==> src/rtl/cache_fill_pkg.sv <==
// ============================================================================
// Module   : cache_fill_pkg
// Desc     : Shared state encoding and width helpers for the cache fill path.
// Revision : 1.0 - initial release
// ============================================================================
`default_nettype none

package cache_fill_pkg;

   localparam int c_DWIDTH_DEF      = 16;
   localparam int c_AWIDTH_DEF      = 16;
   localparam int c_BLOCK_WORDS_DEF = 8;

   typedef enum logic [1:0] {
      IDLE  = 2'd0,
      FILL  = 2'd1,
      DRAIN = 2'd2
   } fill_state_t;

   // Word index width within a block.
   function automatic int widx_f(input int block_words);
      return $clog2(block_words);
   endfunction

   // Byte offset width within a block (word index plus the byte bit).
   function automatic int off_bits_f(input int block_words);
      return $clog2(block_words) + 1;
   endfunction

endpackage

`default_nettype wire

==> src/rtl/fill_word_ctr.sv <==
// ============================================================================
// Module   : fill_word_ctr
// Desc     : Loadable mod-BLOCK_WORDS word index counter with last-step flag.
// Revision : 1.0 - initial release
// ============================================================================
`default_nettype none

module fill_word_ctr
   import cache_fill_pkg::*;
#(
   parameter int   BLOCK_WORDS = c_BLOCK_WORDS_DEF,
   localparam int  c_WIDX      = widx_f(BLOCK_WORDS)
) (
   input  logic              clk,
   input  logic              rst_n,
   input  logic              i_load,
   input  logic [c_WIDX-1:0] i_load_idx,
   input  logic              i_inc,
   output logic [c_WIDX-1:0] o_idx,
   output logic              o_last
);

   logic [c_WIDX-1:0] r_idx;
   logic [c_WIDX-1:0] r_cnt;

   // The index may start mid-block, so the step count is tracked separately.
   always_ff @(posedge clk or negedge rst_n) begin
      if (!rst_n) begin
         r_idx <= '0;
         r_cnt <= '0;
      end else if (i_load) begin
         r_idx <= i_load_idx;
         r_cnt <= '0;
      end else if (i_inc) begin
         r_idx <= r_idx + 1'b1;
         r_cnt <= r_cnt + 1'b1;
      end
   end

   assign o_idx  = r_idx;
   assign o_last = (r_cnt == c_WIDX'(BLOCK_WORDS - 1));

endmodule

`default_nettype wire

==> src/rtl/cache_fill_ctrl.sv <==
// ============================================================================
// Module   : cache_fill_ctrl
// Desc     : Cache block fill initiator with write-through store forwarding.
// Config   : FILL_CRITICAL_WORD_FIRST_EN - start the fill at the missing word.
// Revision : 1.0 - initial release
// ============================================================================
`default_nettype none

module cache_fill_ctrl
   import cache_fill_pkg::*;
#(
   parameter int  DWIDTH      = c_DWIDTH_DEF,
   parameter int  AWIDTH      = c_AWIDTH_DEF,
   parameter int  BLOCK_WORDS = c_BLOCK_WORDS_DEF,
   localparam int c_WIDX      = widx_f(BLOCK_WORDS)
) (
   input  logic              clk,
   input  logic              rst_n,
   input  logic              fill_req,
   input  logic [AWIDTH-1:0] fill_addr,
   output logic              fill_ready,
   input  logic              wr_req,
   input  logic [AWIDTH-1:0] wr_addr,
   input  logic [DWIDTH-1:0] wr_data,
   output logic              wr_ready,
   output logic              cwr_en,
   output logic [c_WIDX-1:0] cwr_word,
   output logic [DWIDTH-1:0] cwr_data,
   output logic              fill_done,
   output logic [AWIDTH-1:0] mem_addr,
   output logic [DWIDTH-1:0] mem_wdata,
   output logic              mem_enable,
   output logic              mem_wr,
   input  logic [DWIDTH-1:0] mem_rdata,
   input  logic              mem_valid
);

   localparam int                c_OFFW      = off_bits_f(BLOCK_WORDS);
   localparam logic [AWIDTH-1:0] c_OFF_MASK  = AWIDTH'((1 << c_OFFW) - 1);
   localparam logic [AWIDTH-1:0] c_BIT0_MASK = AWIDTH'(1);

   fill_state_t       r_state;
   fill_state_t       w_state_nxt;
   logic [AWIDTH-1:0] r_base;
   logic              r_fill_done;
   logic              w_idle;
   logic              w_accept;
   logic              w_store;
   logic              w_issue;
   logic              w_recv;
   logic              w_issue_last;
   logic              w_recv_last;
   logic [c_WIDX-1:0] w_start_idx;
   logic [c_WIDX-1:0] w_issue_idx;
   logic [c_WIDX-1:0] w_recv_idx;

`ifdef FILL_CRITICAL_WORD_FIRST_EN
   assign w_start_idx = fill_addr[c_WIDX:1];
`else
   assign w_start_idx = '0;
`endif

   // Stores win a simultaneous request; the fill is taken on a later idle cycle.
   assign w_idle   = (r_state == IDLE);
   assign w_store  = w_idle & wr_req;
   assign w_accept = w_idle & fill_req & ~wr_req;
   assign w_recv   = mem_valid & ~w_idle;
   assign w_issue  = (r_state == FILL);

   always_ff @(posedge clk or negedge rst_n) begin
      if (!rst_n) begin
         r_state     <= IDLE;
         r_base      <= '0;
         r_fill_done <= 1'b0;
      end else begin
         r_state     <= w_state_nxt;
         r_fill_done <= w_recv & w_recv_last;
         if (w_accept) begin
            r_base <= fill_addr;
         end
      end
   end

   always_comb begin
      w_state_nxt = r_state;
      case (r_state)
         IDLE: begin
            if (w_accept) begin
               w_state_nxt = FILL;
            end
         end
         FILL: begin
            if (w_issue_last) begin
               w_state_nxt = (w_recv & w_recv_last) ? IDLE : DRAIN;
            end
         end
         DRAIN: begin
            if (w_recv & w_recv_last) begin
               w_state_nxt = IDLE;
            end
         end
         default: w_state_nxt = IDLE;
      endcase
   end

   // Ready strobes are forced low while reset is held.
   always_comb begin
      fill_ready = w_idle & rst_n & ~wr_req;
      wr_ready   = w_idle & rst_n;
      mem_enable = 1'b0;
      mem_wr     = 1'b0;
      mem_addr   = '0;
      mem_wdata  = '0;
      if (w_store & rst_n) begin
         mem_enable = 1'b1;
         mem_wr     = 1'b1;
         mem_addr   = wr_addr & ~c_BIT0_MASK;
         mem_wdata  = wr_data;
      end else if (w_issue) begin
         mem_enable = 1'b1;
         mem_addr   = (r_base & ~c_OFF_MASK) | AWIDTH'({w_issue_idx, 1'b0});
      end
   end

   assign cwr_en    = w_recv;
   assign cwr_word  = w_recv_idx;
   assign cwr_data  = w_recv ? mem_rdata : '0;
   assign fill_done = r_fill_done;

   fill_word_ctr #(
      .BLOCK_WORDS (BLOCK_WORDS)
   ) u_issue_ctr (
      .clk        (clk),
      .rst_n      (rst_n),
      .i_load     (w_accept),
      .i_load_idx (w_start_idx),
      .i_inc      (w_issue),
      .o_idx      (w_issue_idx),
      .o_last     (w_issue_last)
   );

   fill_word_ctr #(
      .BLOCK_WORDS (BLOCK_WORDS)
   ) u_recv_ctr (
      .clk        (clk),
      .rst_n      (rst_n),
      .i_load     (w_accept),
      .i_load_idx (w_start_idx),
      .i_inc      (w_recv),
      .o_idx      (w_recv_idx),
      .o_last     (w_recv_last)
   );

endmodule

`default_nettype wire

==> config.mk <==
export PLATFORM = sky130hd
export DESIGN_NAME = cache_fill_ctrl
export DESIGN_NICKNAME = d
export VERILOG_FILES = /design/src/rtl/cache_fill_pkg.sv /design/src/rtl/fill_word_ctr.sv /design/src/rtl/cache_fill_ctrl.sv
export SDC_FILE = /design/constraint.sdc
export NUM_CORES = 1
export LEC_CHECK = 0
export CAP_MARGIN = 20
export CORE_UTILIZATION = 30
export CTS_CLUSTER_SIZE = 14
export DETAILED_ROUTE_END_ITERATION = 10
export GPL_TIMING_DRIVEN = 0
export PLACE_DENSITY = 0.8
export SYNTH_ARGS = -nofsm -noshare
export SYNTH_HDL_FRONTEND = slang
export SYNTH_SLANG_ARGS = --single-unit
==> constraint.sdc <==
create_clock -name clk -period 1.8 [get_ports clk]
set_input_delay 0.36 -clock clk [delete_from_list [all_inputs] [get_ports clk]]
set_output_delay 0.36 -clock clk [all_outputs]
set_load 0.005 [all_outputs]
# Yosys cells after proc, flatten, opt, wreduce, memory -nomap -nowiden

Cells that the tools add are included.

Bits in registers: 31
Input bits: 69
Output and inout port bits: 57
Word-level logic and storage cells: 53

$add $sub $neg: 4
Equal/unequal tests: 7
Mux-type cells: 20
Bitwise gates (word level): 11
Reduce and logical (&&, ||, !) cells: 4

Operators by type and width:

| kind                                                | count |
|---|---|
| 2-to-1 mux 16 bit                                   | 4 |
| 2-to-1 mux 3 bit                                    | 8 |
| OR 16 x 4 -> 16 bit                                 | 1 |
| adder 3 x 1 -> 3 bit, second input constant         | 4 |
| bitwise AND 1 bit                                   | 8 |
| 2-to-1 mux 2 bit                                    | 4 |
| equality test 3 bit, second input constant          | 2 |
| case mux 2 bit (3 select lines)                     | 1 |
| != test 2 bit, second input constant                | 2 |
| nonzero test 2 bit                                  | 2 |
| 2-to-1 mux 1 bit                                    | 3 |
| AND reduction 3 bit                                 | 1 |
| equality test 2 x 1 -> 1 bit, second input constant | 1 |
| equality test 2 bit, second input constant          | 1 |
| logical NOT 2 bit                                   | 1 |
| != test 2 x 1 -> 1 bit, second input constant       | 1 |
| inverter 1 bit                                      | 2 |

# Longest topological paths before layout

Depth after elaboration: 7
Gate-level depth with buffers: 5

# Modules after synthesis

Synthesis repeated with hierarchy kept, for this count alone.

Cell total of the unflattened synthesis: 189
Area, all modules: 1851.8 um2

By module, submodules not included:

| module          | instances | cells an instance | area each (um2) |
|---|---|---|---|
| cache_fill_ctrl | 1         | 135               | 1218.7 |
| fill_word_ctr   | 2         | 27                | 316.6 |

# Worst setup path before layout

No wires, ideal clock.

Kind: reg-to-output
From: register r_state[0]
To: output mem_addr[10]
Arrival time: 1.168 ns
Data required time: 1.440 ns
Path slack: 0.272 ns
Stages on the path, launching flop included: 6
Cells stage by stage: dfrtp_1 -> nor2_2 -> and3_1 -> buf_6 -> buf_6 -> a22o_1

Word-level cells in the longest chain between the ends: 4
Elaborated cells on any way between the ends: 6

Ends and longest elaborated chain:

| what                   | RTL line               | text |
|---|---|---|
| from (decl)            | cache_fill_ctrl.sv:42  | `fill_state_t r_state;` |
| from (signal assigned) | cache_fill_ctrl.sv:76  | `r_state <= w_state_nxt;` |
| logical NOT 2 bit      | cache_fill_ctrl.sv:64  | `assign w_idle = (r_state == IDLE);` |
| bitwise AND 1 bit      | cache_fill_ctrl.sv:65  | `assign w_store = w_idle & wr_req;` |
| bitwise AND 1 bit      | cache_fill_ctrl.sv:114 | `if (w_store & rst_n) begin` |
| 2-to-1 mux 16 bit (*)  | cache_fill_ctrl.sv:114 |  |
| to (decl)              | cache_fill_ctrl.sv:30  | `output logic [AWIDTH-1:0] mem_addr,` |

Mark *: on every way between the ends. The rest lies on a longest branch, timed or not.

# Worst setup path in the final report

From: register r_state[0]
To: output mem_addr[14]

Same word-level chain as after synthesis.

==> impl_results.md <==
- Post-DRT Antenna Nets: 0
- Max Slew Vio Count: 0
- Crit path time final: roughly 2.0 ns
- Critical path's top delay family: buffers and inverters
- CTS H-tree depth: 1
- Setup Viol. Count Final: ~60
- Max incr delay on CP: about 0.46 ns
- Warnings, synthesis: 0
- Clock latency on the worst-skew pair: between 0.2 and 0.3 ns
- Tot GR Track Use: 19.1%
- CP Cell Sequence: buf_6 > and2b_2 > buf_6 > buf_12 > a22o_1 > buf_2
- CTS tree: yes
- Sw power: around 0.0014 W
- Hold WC Path Type: in -> reg
- Post-route cell area: about 3500 sq um
- Area contributors post-synth: dfrtp_1 43%, and2_1 13%, a22o_1 10%
- Ys flop type: dfrtp_1
- Largest net degree at the start of global routing: 15
- Syn_area_per_cell: around 11 sq um
- Most instantiated cells after synthesis: 34 x and2_1, 27 x dfrtp_1, 18 x a22o_1
- Core Area: slightly above 5000 sq um
- Buffer and inverter count on the worst path: 4
- Max cap viols: 0
- CP Max Fanout: 6
- Post-DP Area: 2890 sq um
- Initial DRC count: 29
- Hold WS: around 0.46 ns
- Synth unique cells: 29
- Die area: 5560 sq um
- Setup ws final: -0.215 ns
- DR vias: around 1,700
- Combinational Power Share: around 67%
- Total power: 0.00435 W
- Syn Nets: roughly 220
- Cells after synthesis: ~140
- Synth top area share: between 40% and 50%
- Synth area leader: dfrtp_1
- Port bufs: roughly 120
- Dpl hpwl: roughly 3.5 mm
- Ant. Diodes: 0
- Layout cells sized above 1: 51.1%
- Layout area overhead: 119%
- Clock-pin slew on the worst setup and hold paths: around 0.08 ns
- Drc violations: 0
- Status: finished, violations left
- Sequential fraction of the synthesis area: a little over two fifths
- Hold Fails Final Rpt: 0
- Crit Path Class: reg -> out
- Worst slew pin tran: about 0.64 ns
- Crit start category: flop
- Top-count cell post-synth: and2_1
- Yosys reg bits: 27
- Nets@finish: about 380
- Initial Util: ~31%
- Slew margin rel.: a little under three fifths
- CTS Buffer Depth: 2
- IO Pins: between 100 and 150
- Clk root buf: clkbuf_8
- Seq pwr share: approximately 25%
- Setup WS pre-CTS: -1.30 ns
- Crit end category: output pin
- Setup Skew: 0.00431 ns
- Remaining global-route overflow: 0
- Chip width: 74.6 um
- RePlAce Congestion: ~0.7
- Power Dens Cells: 1260 nW/um^2
- Std-Cell Rows: 26
- Syn Std Cell Area: approximately 1600 sq um
- Drt wl/cell: about 16 um
- Vias in the first global route: about 1,700
- Post-synth EDFFs: 0
- Internal power: a little under 0.003 W
- Async S/R FF share, synth: 100%
- Setup TNS: -5.78 ns
- First-pass GRT wire length: 7.87 mm
- VDD IR-drop max: 0.000591 V
- Die Y: 74.6 um
- FMAX: 496 MHz
- RSZ-0062 raised after global routing: yes
- Initial antenna violation count: 0
- Critical Path RT: 1.44 ns
- Violated checks: negative setup slack
- Critical-path top delay cell: dfrtp_2
- Via-to-Cell Ratio: between 4 and 5
- CTS Buf Count: 3
- Clock share of power: just under 8%
- Post-route clock period utilization: 112%
- Routed WL: 5.90 mm
- P_leak: between 1.5 and 2 nW
- CP most frequent cell: buf_6
- Drt pass-1 iters: 4
- Sw frac: between 30% and 40%
- Critical Path AT: between 1.5 and 2 ns
- CTS sink cnt: 27
==> final timing paths <==
path	slack, ns	start	end	cells past startpoint
max reg2reg	-0.09	r_state[0]	r_base[15]	7
min reg2reg	0.51	u_recv_ctr.r_cnt[1]	u_recv_ctr.r_cnt[1]	1
min	0.46	mem_valid	r_state[1]	2
max	-0.22	r_state[0]	mem_addr[14]	6
min in group asynchronous	0.65	rst_n	r_base[4]	2
max in group asynchronous	0.67	rst_n	u_recv_ctr.o_idx[0]	3
==> per-stage QoR <==
stage / utilization [%] / std cells
detailed placement: 56.9 / 333
CTS: 63.8 / 370
floorplan: - / 143
global placement: 56.3 / 332
finish: 68.3 / 375
global route: 68.3 / 375
==> final cells by class <==
cell class | instances | area [sq um]
tap | 70 | 87.6
clock buffer | 4 | 45.0
buffer | 7 | 90.1
fill | 397 | 1610
sequential | 27 | 678
multi-input combinational | 105 | 951
timing repair buffer | 162 | 1610
==> sequential cells by signal, summed over array words and instances (netlist names) <==
name,flops
fill_done,1
r_base,12
r_state,2
u_issue_ctr.o_idx,3
u_issue_ctr.r_cnt,3
u_recv_ctr.o_idx,3
u_recv_ctr.r_cnt,3
==> worst reg2reg max path: stages (launching register included) <==
cell	delay [ns]
dfrtp_2	0.46
buf_6	0.13
buf_4	0.12
buf_6	0.11
nor4b_4	0.33
buf_4	0.19
buf_8	0.14
mux2_4	0.31
==> placed cells by master, fill, tap and decap left out, types with 2 or more instances in the layout <==
master            n
nor2_2            2
clkbuf_2          7
ha_1              6
clkdlybuf4s50_1  64
buf_12            3
and2_1            3
xor2_1            2
mux2_2            3
nor2_1            4
buf_6            45
and2_4           31
mux2_4           12
buf_8             5
nand2_1           6
buf_4            19
dlygate4sd2_1     4
dlygate4sd3_1     2
a21oi_1           2
buf_16            3
dfrtp_1          25
a22o_1           18
buf_2            16
o21ai_0           3
clkbuf_8          3
dfrtp_2           2
==> power groups by stage <==
| stage | combinational (W) | clock [W] | sequential (W) |
|---|---|---|---|
| global route | 0.00314 | 0.000376 | 0.00114 |
| finish | 0.00291 | 0.000338 | 0.00111 |
| detailed placement | 0.00205 | 0 | 0.00112 |
| floorplan | 0.00102 | 0 | 0.00106 |
| CTS | 0.00253 | 0.000351 | 0.00109 |
| global placement | 0.00200 | 0 | 0.00110 |
==> kinds of logic after synthesis <==
| family | after synthesis | share of synthesized area, % |
|---|---|---|
| other | 1 | 0.237 |
| flip-flops | 27 | 42.8 |
| multiplexers | 15 | 10.9 |
| AND/OR/NAND/NOR | 54 | 21.1 |
| adder cells (fa/ha/maj) | 6 | 4.75 |
| AO/OA/AOI/OAI | 26 | 13.0 |
| XOR/XNOR | 3 | 1.66 |
| buffers and inverters | 11 | 5.55 |
==> metal layers <==
metal,track usage [%],share of wire (%),vias to the layer above
met4,5.66,1.7,0
met2,36.7,53,89
met3,4.74,8.5,11
met1,20.3,37,836
li1,-,-,813
met5,0,0,-
==> what timing repair did <==
action                                 4_1_cts  5_1_grt
gates cloned                                 5        2
setup buffers                               26        9
hold buffers                                 2        0
resized for setup                          239       74
setup endpoints to repair                   52       63
endpoints found under the hold margin       14        0
pin swaps                                   22       21
No activity file was read; power rests on OpenSTA's default activity.
==> patch (config.mk and constraints unchanged) <==
Re-encode `fill_state_t` (3 states) as one-hot, 3 bits wide.
--- a/src/rtl/cache_fill_pkg.sv
+++ b/src/rtl/cache_fill_pkg.sv
@@ -12,8 +12,8 @@
    localparam int c_BLOCK_WORDS_DEF = 8;
 
-   typedef enum logic [1:0] {
-      IDLE  = 2'd0,
-      FILL  = 2'd1,
-      DRAIN = 2'd2
+   typedef enum logic [2:0] {
+      IDLE  = 3'b001,
+      FILL  = 3'b010,
+      DRAIN = 3'b100
    } fill_state_t;
 
Behaviour: no difference found for any inputs over 10 cycles, from zero or initial values and one cycle with rst_n low; not proved beyond that.
==> patch against the unedited design <==
Sequential cell count grew 1; the run still ends with setup timing left; routed wire length fell by 2.1%; synthesized cell count up 9.8%; power decreased by 6.6%; final area is 1.3% lower; setup slack worse by 200 ps; core utilization fell by 2.1 points; synthesized area grew 3.5%; die area is 3.4% higher; final cell count decreased by 0.53%; register-to-register slack improved by 110 ps.
==> patch: results (changes against the unedited design) <==
dp.cells: 347  # was 333
irDropWorstVdd_mv: 0.7160  # was 0.5915 mV
via_per_inst: 4.828  # was 4.664
gr-usage-met1_pct: 23.84  # was 20.26%
wl_met3_um: 291  # was 502 µm
grt_pass1_vias: 1689  # was 1,717
met1_length_mm: 2.347  # was 2.173 mm
worst_slack_ps: -419.2  # was -215.3 ps
violations: "setup timing"  # unchanged
skew_ps: 6.236  # was 4.314 ps
track_usage_pct: 18.22  # was 19.07%
drt_iter0_drc: 41  # was 29
wl_met2_mm: 3.087  # was 3.119 mm
finish.utilization_pct: 66.13  # was 68.27%
outcome: "finished with violations"  # unchanged
layout.nets: 379  # was 381
startpoint: "r_state[0]"  # unchanged
grt_pass1_wl_mm: 8.004  # was 7.866 mm
placedInstanceArea_mm2: 0.002940  # was 0.002885 mm²
ys_top_cells_by_area: "dfrtp_1, a22o_1, mux2_1, and2_1, and3_1"  # was dfrtp_1, and2_1, a22o_1, mux2_2, ha_1
syn_area_per_cell_um2: 10.41  # was 11.04 µm²
worst_path_max_delay_cell: "dfstp_2"  # was dfrtp_2
cp.arrival_ps: 1860  # was 1660 ps
crit_fanout: 8  # was 6
muxShareOfSynthArea_pct: 10.26  # was 10.94%
cpPeakStageDelay_ps: 590  # was 460 ps
ys_seq_area_share_pct: 42.96  # was 42.79%
finalSetupTns_ps: -17380  # was -5784 ps
routed_wl_mm: 5.773  # was 5.898 mm
synth_compound_area_share_pct: 14.32  # was 13.00%
cp_top_family: "flip-flops"  # was buffers and inverters
setup_viol: 52  # was 59
switching_share_pct: 31.99  # was 32.38%
hold_path_class: "input port to async pin"  # was input port to register
synth_xor_area_share_pct: 1.608  # was 1.664%
gr-usage-met3_pct: 4.365  # was 4.743%
-- patch: cell types whose count changed after synthesis, sizes merged, moves of 2 or more --
cell | before | now
a21oi | 2 | 6
inv | 0 | 3
or3 | 0 | 2
and2 | 34 | 19
and3 | 1 | 18
and2b | 2 | 0
or3b | 0 | 2
nor2 | 6 | 2
xnor2 | 1 | 3
clkbuf | 1 | 6
xor2 | 2 | 0
nor3b | 0 | 2
-- patch: final timing paths --
| kind | cells past startpoint | slack (ps) | to |
|---|---|---|---|
| min reg2reg | 1 | 490 | r_base[4] |
| min in group clk | 1 | 490 | r_base[4] |
| max in group asynchronous | 2 | 1190 | r_state[0] |
| max reg2reg | 6 | 20 | r_base[6] |
| max | 7 | -420 | mem_addr[11] |
| min | 1 | 100 | r_base[15] |
-- patch: layout make-up --
type | count | share of cell area (%)
flip-flops and latches | 28 | 20.52
plain buffers | 14 | 3.987
repair buffers | 143 | 41.00
multi-input cells | 111 | 29.99
well taps | 70 | 2.560
inverters | 3 | 0.3292
clock buffers | 4 | 1.609
-- patch: worst register-to-register path, cell delays in order, from the launching register on --
cell     delay (ps)
dfstp_2         590
nor3b_4         210
buf_4           140
buf_6           100
and2_4          170
buf_6           150
mux2_4          310
-- patch: power groups by stage --
stage / logic (mW) / registers [mW] / clock network, mW
after CTS: 2.14 / 1.09 / 0.408
final: 2.56 / 1.10 / 0.397
after detailed placement: 1.68 / 1.10 / 0
after global routing: 2.77 / 1.14 / 0.430
after floorplan: 0.861 / 1.04 / 0
after global placement: 1.63 / 1.08 / 0
-- patch: repair_timing --
action | 4_1_cts | 5_1_grt
hold endpoints to repair | 0 | 0
resized for setup | 273 | 61
gates cloned | 4 | 0
setup endpoints to repair | 55 | 69
pin swaps | 39 | 5
buffers inserted | 14 | 8
